<file path="config.mk">
export PLATFORM = sky130hd
export DESIGN_NAME = vme_bus_arbiter
export DESIGN_NICKNAME = d
export VERILOG_FILES = /design/src/rtl/vme_bus_arbiter.sv
export SDC_FILE = /design/constraint.sdc
export NUM_CORES = 1
export LEC_CHECK = 0
export CORE_UTILIZATION = 45
export CTS_CLUSTER_SIZE = 24
export DETAILED_ROUTE_END_ITERATION = 8
export PLACE_DENSITY = 0.75
export SLEW_MARGIN = 30
export SYNTH_ARGS = -nofsm -noshare
export SYNTH_HDL_FRONTEND = slang
export SYNTH_SLANG_ARGS = --single-unit
</file>
<file path="constraint.sdc">
create_clock -name Clk -period 8.7 [get_ports Clk]
set_clock_uncertainty 0.2 [all_clocks]
set_input_delay 1.74 -clock Clk [delete_from_list [all_inputs] [get_ports Clk]]
set_output_delay 1.74 -clock Clk [all_outputs]
set_load 0.01 [all_outputs]
</file>
<file path="src/rtl/vme_bus_arbiter.sv">
// Round-robin arbiter that shares one VME register-bank slave port between two requesters, with a watchdog.
// Master strobe at cycle N gives a slave strobe at N+2. Slave done at cycle M gives a master done at M+1.
module vme_bus_arbiter #(
   parameter int          TIMEOUT_CYCLES = 255,
   parameter logic [31:0] TIMEOUT_DATA   = 32'hDEADBEEF
) (
   input  logic        Clk,
   input  logic        Rst,
   input  logic [17:0] m0_addr,
   input  logic [31:0] m0_wrdata,
   input  logic        m0_rdmem,
   input  logic        m0_wrmem,
   output logic [31:0] m0_rddata,
   output logic        m0_rddone,
   output logic        m0_wrdone,
   output logic        m0_rderror,
   output logic        m0_wrerror,
   input  logic [17:0] m1_addr,
   input  logic [31:0] m1_wrdata,
   input  logic        m1_rdmem,
   input  logic        m1_wrmem,
   output logic [31:0] m1_rddata,
   output logic        m1_rddone,
   output logic        m1_wrdone,
   output logic        m1_rderror,
   output logic        m1_wrerror,
   output logic [17:0] VMEAddr,
   output logic [31:0] VMEWrData,
   output logic        VMERdMem,
   output logic        VMEWrMem,
   input  logic [31:0] VMERdData,
   input  logic        VMERdDone,
   input  logic        VMEWrDone,
   input  logic        VMERdError,
   input  logic        VMEWrError,
   output logic [15:0] timeout_count
);

   typedef enum logic [1:0] {S_IDLE, S_WAIT, S_RESP} state_t;

   localparam logic [15:0] TO_LIMIT = 16'(TIMEOUT_CYCLES);

   state_t            r_state;
   state_t            w_state_nxt;
   logic [1:0]        r_pend;
   logic [1:0]        r_is_wr;
   logic [1:0][17:0]  r_addr;
   logic [1:0][31:0]  r_wdat;
   logic              r_own;
   logic              r_cur_wr;
   logic              r_last;
   logic [15:0]       r_wdog;

   logic [1:0]        w_stb;
   logic [1:0]        w_wr;
   logic [1:0][17:0]  w_addr;
   logic [1:0][31:0]  w_wdat;
   logic [1:0]        w_active;
   logic [1:0]        w_cap;
   logic              w_grant;
   logic              w_sel;
   logic              w_done;
   logic              w_tmo;
   logic              w_fin;
   logic              w_slv_done;
   logic              w_slv_err;
   logic              w_err;
   logic [31:0]       w_data;
   logic [15:0]       w_wdog_inc;

   assign w_stb      = {m1_rdmem | m1_wrmem, m0_rdmem | m0_wrmem};
   assign w_wr       = {m1_wrmem, m0_wrmem};
   assign w_addr     = {m1_addr, m0_addr};
   assign w_wdat     = {m1_wrdata, m0_wrdata};
   assign w_active   = {(r_state == S_WAIT) && r_own, (r_state == S_WAIT) && !r_own};
   assign w_cap      = w_stb & ~r_pend & ~w_active;
   assign w_slv_done = r_cur_wr ? VMEWrDone : VMERdDone;
   assign w_slv_err  = r_cur_wr ? VMEWrError : VMERdError;
   assign w_wdog_inc = r_wdog + 16'd1;
   assign w_fin      = w_done | w_tmo;
   assign w_err      = w_tmo | w_slv_err;
   assign w_data     = w_tmo ? TIMEOUT_DATA : VMERdData;

   always_comb begin
      w_state_nxt = r_state;
      w_grant     = 1'b0;
      w_sel       = 1'b0;
      w_done      = 1'b0;
      w_tmo       = 1'b0;
      case (r_state)
         S_IDLE: begin
            if (|r_pend) begin
               w_grant     = 1'b1;
               // On a tie the master not granted last wins
               w_sel       = (&r_pend) ? !r_last : r_pend[1];
               w_state_nxt = S_WAIT;
            end
         end
         S_WAIT: begin
            if (w_slv_done) begin
               w_done      = 1'b1;
               w_state_nxt = S_RESP;
            end else if (w_wdog_inc == TO_LIMIT) begin
               w_tmo       = 1'b1;
               w_state_nxt = S_RESP;
            end
         end
         S_RESP:  w_state_nxt = S_IDLE;
         default: w_state_nxt = S_IDLE;
      endcase
   end

   always_ff @(posedge Clk) begin
      if (Rst) begin
         r_state       <= S_IDLE;
         r_pend        <= '0;
         r_is_wr       <= '0;
         r_addr        <= '0;
         r_wdat        <= '0;
         r_own         <= 1'b0;
         r_cur_wr      <= 1'b0;
         r_last        <= 1'b1;
         r_wdog        <= '0;
         VMEAddr       <= '0;
         VMEWrData     <= '0;
         VMERdMem      <= 1'b0;
         VMEWrMem      <= 1'b0;
         m0_rddata     <= '0;
         m0_rddone     <= 1'b0;
         m0_wrdone     <= 1'b0;
         m0_rderror    <= 1'b0;
         m0_wrerror    <= 1'b0;
         m1_rddata     <= '0;
         m1_rddone     <= 1'b0;
         m1_wrdone     <= 1'b0;
         m1_rderror    <= 1'b0;
         m1_wrerror    <= 1'b0;
         timeout_count <= '0;
      end else begin
         r_state    <= w_state_nxt;
         VMERdMem   <= 1'b0;
         VMEWrMem   <= 1'b0;
         m0_rddone  <= 1'b0;
         m0_wrdone  <= 1'b0;
         m0_rderror <= 1'b0;
         m0_wrerror <= 1'b0;
         m1_rddone  <= 1'b0;
         m1_wrdone  <= 1'b0;
         m1_rderror <= 1'b0;
         m1_wrerror <= 1'b0;

         for (int m = 0; m < 2; m++) begin
            if (w_cap[m]) begin
               r_pend[m]  <= 1'b1;
               r_is_wr[m] <= w_wr[m];
               r_addr[m]  <= w_addr[m];
               r_wdat[m]  <= w_wdat[m];
            end
         end

         if (w_grant) begin
            r_pend[w_sel] <= 1'b0;
            r_own         <= w_sel;
            r_last        <= w_sel;
            r_cur_wr      <= r_is_wr[w_sel];
            VMEAddr       <= r_addr[w_sel];
            VMEWrData     <= r_wdat[w_sel];
            VMEWrMem      <= r_is_wr[w_sel];
            VMERdMem      <= !r_is_wr[w_sel];
            r_wdog        <= '0;
         end

         if (r_state == S_WAIT && !w_fin)
            r_wdog <= w_wdog_inc;

         if (w_fin) begin
            if (!r_own) begin
               if (r_cur_wr) begin
                  m0_wrdone  <= 1'b1;
                  m0_wrerror <= w_err;
               end else begin
                  m0_rddone  <= 1'b1;
                  m0_rderror <= w_err;
                  m0_rddata  <= w_data;
               end
            end else begin
               if (r_cur_wr) begin
                  m1_wrdone  <= 1'b1;
                  m1_wrerror <= w_err;
               end else begin
                  m1_rddone  <= 1'b1;
                  m1_rderror <= w_err;
                  m1_rddata  <= w_data;
               end
            end
         end

         if (w_tmo && timeout_count != 16'hFFFF)
            timeout_count <= timeout_count + 16'd1;
      end
   end

endmodule

</file>
# After elaboration in Yosys (flattened, before gate mapping)
# Index checks and enable logic that the tools add are counted.
# totals
output_inout_bits,140
ff_bits,265
# classes
eq_ne,5
n_reduce_logical,19
n_lt_le_gt_ge,2
n_bitwise,14
n_addsub,2
muxes,36
# op_table
cell,n
32-bit two-way mux,3
18-bit two-way mux,2
16-bit by 1-bit adder with 16-bit output (second input constant),2
16-bit two-way mux,2
1-bit two-way mux,23
16-bit by 8-bit equality test with 1-bit output (second input constant),1
16-bit != test (second input constant),1
2-bit two-way mux,4
2-bit bitwise AND,3
2-bit NOT,3
3-bit AND reduction,2
3-bit OR reduction,2
1-bit logical AND,5
1-bit zero test,4
1-bit NOT,4
1-bit bitwise OR,4
2-bit case mux with 2 select lines,1
2-bit AND reduction,2
2-bit OR reduction,2
3-bit by 2-bit != test with 1-bit output (second input constant),1
2-bit by 1-bit equality test with 1-bit output (second input constant),1
2-bit zero test,1
1-bit by 2-bit less-than comparator with 1-bit output (second input constant),1
2-bit != test (second input constant),1
other kinds (3),3

# Longest topological paths before layout
# Gate-level depths: netlist of run 1.
# logic_depth
depth_word,11
depth_mapped,9
mapped_depth_nobuf,8

# Worst setup path after synthesis of run 1
# Ideal clock, no wire load.
# synth_timing
path_kind,in2reg
from,input port VMEWrDone
to,register timeout_count[8]
cell_stages,8
required_ps,8430
path_buffers,1
arrival_ps,3306
setup_slack_ps,5124
cell_sequence,mux2i_1 > nand2_1 > a41oi_1 > o2111ai_2 > or3_1 > buf_2 > or3_1 > a21oi_1
# synth_between
elab_chain_cells,4
# synth_rtl
element,line_no,text
from (decl),33,"input logic VMEWrDone,"
1-bit two-way mux,77,assign w_slv_done = r_cur_wr ? VMEWrDone : VMERdDone;
1-bit two-way mux,100,if (w_slv_done) begin
1-bit two-way mux,90,case (r_state)
1-bit logical AND,198,if (w_tmo && timeout_count != 16'hFFFF)
to (signal assigned),199,timeout_count <= timeout_count + 16'd1;
to (decl),36,output logic [15:0] timeout_count
# No other way between the ends.
# A chain may end at the register's enable or synchronous reset.

# Worst setup path after layout of run 1
# layout_timing
from,input port VMERdDone
to,register timeout_count[8]
# layout_between
elab_chain_cells,4
# layout_rtl
element,line_no,text
from (decl),32,"input logic VMERdDone,"
1-bit two-way mux,77,
1-bit two-way mux,100,
1-bit two-way mux,90,
1-bit logical AND,198,
# No other way between the ends.

==> impl_metrics.ini, run 1 <==
[setup_path]
critPathMostFrequentCell = or3_1
worstPathRequired_ns = 8.98
worstPathArrival_ns = 4.05
crit_chain = clkdlybuf4s50_1 -> mux2i_1 -> nand2_1 -> a41oi_1 -> o2111ai_2 -> or3_1 -> or3_1 -> a21oi_1
worstSetupStartpointType = input pin
crit_type = input pin to flop
crit_path_end_kind = flop
crit_buf_inv = 1
path_max_fanout = 7
cp_slowest_cell = clkdlybuf4s50_1
crit_family = simple AND/OR/NAND/NOR gates
max_stage_delay_ns = 0.46

[clocking]
cts_tree = done
cts_resized = 0
cts-root-buf = clkbuf_16
clock_path_buffers = 3
clk_transition_reported_paths_ns = 0.06
cts_made_buffers = 29
cts_sinks = 265
clkLatencyLatePin_ns = 0.56
postCtsHoldBufs = 0
htree_levels = 1
cts_setup_buffers = 0

[routing]
routed_wl_mm = 29.5
remaining_drc_errors = 0
drt_iter0_markers = 820
ant_nets = 0
avgRoutedWirePerCell_um = 16.9
avgViaCountPerCell = 5.54
num_vias = 9658
drt_first_pass_iters = 6

[place]
place_hpwl_mm = 19.0
dp_slack_ns = 4.38
io_buffers = 281
globalplace.congestion = 0.875

[sta]
worst_slack_ns = 4.93
tns_ns = 0
tightest_slew_ns = 0.918
hold_viol_final = 0
hold_slack_ns = 0.255
final.min_clock_period_ns = 3.77
fmax_mhz = 265
min_period_over_period_pct = 43.3
setup_viol = 0
relSlewSlack_pct = 38.8
slew_violations = 0
grt_setup_unrepaired = no

[synthesis]
ys.flop_type = dfxtp_1
async_flop_share_pct = 0
synth_top_area_share_pct = 51.5
netlist_area_mm2 = 0.0103
ys_seq_area_share_pct = 51.5
netlist_instances = 1212
synth_edf_count = 0
avgSynthCellArea_um2 = 8.50
synth_nets = 1357
ys_ff_latch = 265
ys.warnings.count = 0
synth_cell_types = 67
ys_top_cells_by_area = dfxtp_1 51%, nand2_1 8.3%, a21oi_1 5.8%
synth_top_cell_by_area = dfxtp_1

[global_routing]
track_usage_pct = 24.2
grt_max_degree = 102
grt_pass1_wl_mm = 46.9
grt.overflow.total = 0
grt_pass1_vias = 9184
antenna_found_initial = 0

[layout]
area_growth_pct = 38.3
nNetsFinal = 1588
drive_above_1_share_pct = 7.10
antenna_cells = 0

[die]
std_cell_rows = 54
dieArea_mm2 = 0.0235
start_util_pct = 46.5
dieWidth_um = 153
die_h_um = 153
core_mm2 = 0.0222
io_pins = 282

[job]
cap_violations = 0

[outcome]
status = complete, no violations

[min_path]
hp-class = flop to flop

[pwr]
power.leakage_nw = 5.22
p_per_area_mw_per_mm2 = 263
peakVddDrop_mv = 0.204
## stage by stage
| step | util, % | instances | area (um2) | power (mW) |
|---|---|---|---|---|
| 2_1_floorplan | - | 1212 | 10300 | 2.09 |
| 3_3_place_gp | 59.6 | 1690 | 13200 | 2.50 |
| 4_1_cts | 64.2 | 1742 | 14200 | 3.77 |
| 3_5_place_dp | 59.7 | 1690 | 13200 | 2.52 |
| 6_report | 64.3 | 1744 | 14300 | 3.74 |
| 5_1_grt | 64.3 | 1744 | 14300 | 3.92 |
## cell families after synthesis
| kind of cell | Yosys count | share of synthesized area (%) |
|---|---|---|
| adder cells (fa/ha/maj) | 3 | 0.364 |
| flip-flops | 265 | 51.5 |
| multiplexers | 25 | 2.60 |
| buffers and inverters | 102 | 4.02 |
| XOR/XNOR | 7 | 0.595 |
| AND/OR/NAND/NOR | 591 | 26.4 |
| AO/OA/AOI/OAI | 219 | 14.6 |
## Yosys cell counts (5+ instances only)
master / number
dfxtp_1: 265
nor3_1: 109
inv_1: 8
mux2i_1: 20
or2_2: 5
nand2b_1: 21
a222oi_1: 50
nand3_1: 28
or3_1: 8
xnor2_1: 5
nor2b_1: 5
a21o_1: 8
nand2_1: 227
buf_4: 5
o21ai_0: 7
nor2_1: 137
nand3b_1: 9
clkbuf_1: 81
a21oi_1: 119
## area by class of cell
type                    count  area (um2)
multi-input cells         845        4650
fillers                  1884        7910
repair buffers            294        2930
clock inverters             9        93.8
inverters                   8        30.0
flip-flops and latches    265        5310
well taps                 280         350
clock buffers              43         898
## layout by cell type (no fill, tap or decap), types with 7 or more instances in the layout
cell type / Yosys / layout
o21ai_0: 7 / 7
a222oi_1: 50 / 50
nand3_1: 28 / 28
nor3_1: 109 / 109
a21oi_1: 119 / 118
nor2_1: 137 / 137
clkbuf_16: 0 / 29
nand2_1: 227 / 227
clkdlybuf4s50_1: 0 / 280
inv_1: 8 / 8
or3_1: 8 / 8
clkbuf_8: 0 / 13
dfxtp_1: 265 / 265
nand2b_1: 21 / 21
buf_4: 5 / 11
mux2i_1: 20 / 20
nand3b_1: 9 / 9
a21o_1: 8 / 8
## report_power, final
| part | total, mW | switching [mW] | internal (mW) | leakage, nW |
|---|---|---|---|---|
| registers | 1.50 | 0.105 | 1.40 | 2.16 |
| clock network | 1.24 | 0.496 | 0.743 | 0.490 |
| logic | 1.00 | 0.597 | 0.405 | 2.57 |
## sequential cells by signal, indices dropped and copies added (netlist names), 2 cells and up
signal	flops
r_wdog	16
VMEWrData	32
m0_rddata	32
m1_rddata	32
r_addr	36
timeout_count	16
r_pend	2
r_wdat	64
VMEAddr	18
r_state	2
r_is_wr	2
## layer usage
layer,track usage [%],vias to the layer above,routed length [um]
li1,-,4703,-
met1,28.3,4563,11800
met2,41.4,348,14000
met3,8.76,44,3010
met4,7.02,0,703
met5,0,-,0
## tightest hold or removal path: stages (launching register included)
cell and delay, ns:
dfxtp_1 0.31, nand2_1 0.05, a21oi_1 0.05
## worst paths after layout
check                   from               end  slack [ns]  cells past startpoint
setup / recovery   VMERdDone  timeout_count[8]        4.93                      8
hold / removal    r_addr[10]        r_addr[10]        0.26                      2
setup reg to reg   r_wdog[1]         r_wdog[8]        5.31                      9
hold reg to reg   r_addr[10]        r_addr[10]        0.26                      2
Power figures use the tool's default switching activity.
==> run 2, diff against run 1 <==
==> constraint.sdc (replaced) <==
create_clock -name Clk -period 3.75 [get_ports Clk]
set_clock_uncertainty 0.2 [all_clocks]
set_input_delay 0.75 -clock Clk [delete_from_list [all_inputs] [get_ports Clk]]
set_output_delay 0.75 -clock Clk [all_outputs]
set_load 0.01 [all_outputs]
==> run 2 against run 1 <==
Effect of this change: die area stayed put; critical path depth is 1 higher; global-route usage is 0.84 points higher; clock-buffer cell count is 1 higher; total power is 130% higher; largest power group unchanged; worst hold slack worse by 0.0016 ns.
==> impl_metrics.ini, run 2 (synthesized netlist as in run 1, its figures left out) <==
[sta]
relSlewSlack_pct = 36.7
grt_setup_unrepaired = no
worst_slack_ns = 0.464
final.min_clock_period_ns = 3.29
tightest_slew_ns = 0.950
hold_viol_final = 0
slew_violations = 0
tns_ns = 0
fmax_mhz = 304
min_period_over_period_pct = 87.6
setup_viol = 0

[setup_path]
crit_buf_inv = 1
path_max_fanout = 12
r2r_start = r_wdog[0]
worstSetupStartpointType = flop
crit_family = simple AND/OR/NAND/NOR gates
max_stage_delay_ns = 0.53
crit_chain = ha_1 -> nand3_1 -> or4_1 -> o22ai_1 -> nand2_1 -> nor4b_4 -> buf_4 -> nor3_1 -> nor3_1
worstPathRequired_ns = 3.99
crit_start = r_wdog[0]
cp_slowest_cell = nor4b_4
reg2reg_depth = 9
r2r_end = m1_rddata[28]
crit_path_end_kind = flop
crit_type = flop to flop
rrSetupSlack_ns = 0.46
critPathMostFrequentCell = nor3_1
worstPathArrival_ns = 3.53

[min_path]
hp-class = flop to flop
min_from = r_addr[12]
hold_depth = 2
whs_endpoint = r_addr[12]

[clocking]
cts-root-buf = clkbuf_16
cts_sinks = 265
cts_resized = 0
clk_transition_reported_paths_ns = 0.06
postCtsHoldBufs = 0
htree_levels = 1
cts_tree = done
clkLatencyLatePin_ns = 0.55
cts_setup_buffers = 0
clock_path_buffers = 3
cts_made_buffers = 28

[routing]
ant_nets = 0
num_vias = 9694
remaining_drc_errors = 0
avgViaCountPerCell = 5.54
avgRoutedWirePerCell_um = 17.2
drt_first_pass_iters = 6
routed_wl_mm = 30.1
drt_iter0_markers = 856

[global_routing]
track_usage_pct = 25.1
grt_pass1_vias = 9350
grt.overflow.total = 0
antenna_found_initial = 0
grt_pass1_wl_mm = 48.5
grt_max_degree = 157

[layout]
seqCellArea_mm2 = 0.00531
multi_input_area_mm2 = 0.00463
antenna_cells = 0
largest_reg_flops = 64
nNetsFinal = 1594
area_growth_pct = 38.6
final_cell_mix = 280 x clkdlybuf4s50_1, 265 x dfxtp_1, 227 x nand2_1, 137 x nor2_1, 118 x a21oi_1
drive_above_1_share_pct = 7.28
top_register = r_wdat
largestRegisters = r_wdat x64, r_addr x36
fillCellCount = 1912
final_common_cell = clkdlybuf4s50_1

[pwr]
p_per_area_mw_per_mm2 = 611
peakVddDrop_mv = 0.361
power.leakage_nw = 5.25
power.total_mw = 8.72

[outcome]
status = complete, no violations

[die]
std_cell_rows = 54
core_mm2 = 0.0222
start_util_pct = 46.5
dieWidth_um = 153
dieArea_mm2 = 0.0235
die_h_um = 153
io_pins = 282

[place]
dp_slack_ns = 0.483
place_hpwl_mm = 19.5
io_buffers = 281
globalplace.congestion = 0.847

[job]
cap_violations = 0
[run 2: per-stage QoR]
step / hold slack [ns] / std cells / area (um2) / utilization, %
floorplan: 0.236 / 1212 / 10300 / -
global placement: 0.241 / 1699 / 13300 / 60.1
detailed placement: 0.246 / 1699 / 13300 / 60.1
CTS: 0.254 / 1750 / 14300 / 64.4
global route: 0.273 / 1750 / 14300 / 64.4
finish: 0.254 / 1750 / 14300 / 64.4
[run 2: final cells by class]
class,instances,area share [%]
sequential,265,37.2
multi-input combinational,845,32.5
timing repair buffer,301,21.0
clock buffer,44,6.18
tap,280,2.45
clock inverter,7,0.596
inverter,8,0.210
[run 2: worst max path at each step]
stage                     cells past startpoint                 to
after floorplan                               8  timeout_count[12]
after global placement                        8   timeout_count[8]
after detailed placement                      8  timeout_count[14]
after CTS                                     8  timeout_count[12]
after global routing                          9      m1_rddata[28]
final                                         9      m1_rddata[28]
[run 2: report_power, final]
group | switching [mW] | internal [mW]
Clock | 1.12 | 1.74
Combinational | 1.40 | 0.971
Sequential | 0.249 | 3.24
[run 2: worst min-delay path, delay by kind of cell (launching register included)]
| family | cells | cell delay, ns |
|---|---|---|
| flops | 1 | 0.31 |
| simple gates | 1 | 0.05 |
| compound gates | 1 | 0.05 |
[run 2: layer usage]
layer | GRT usage (%) | vias to the layer above | part of all wire (%)
met2 | 41.1 | 399 | 46
met4 | 8.61 | 0 | 2.3
met5 | 0 | - | 0
li1 | - | 4719 | -
met3 | 8.42 | 57 | 10
met1 | 30.7 | 4519 | 41
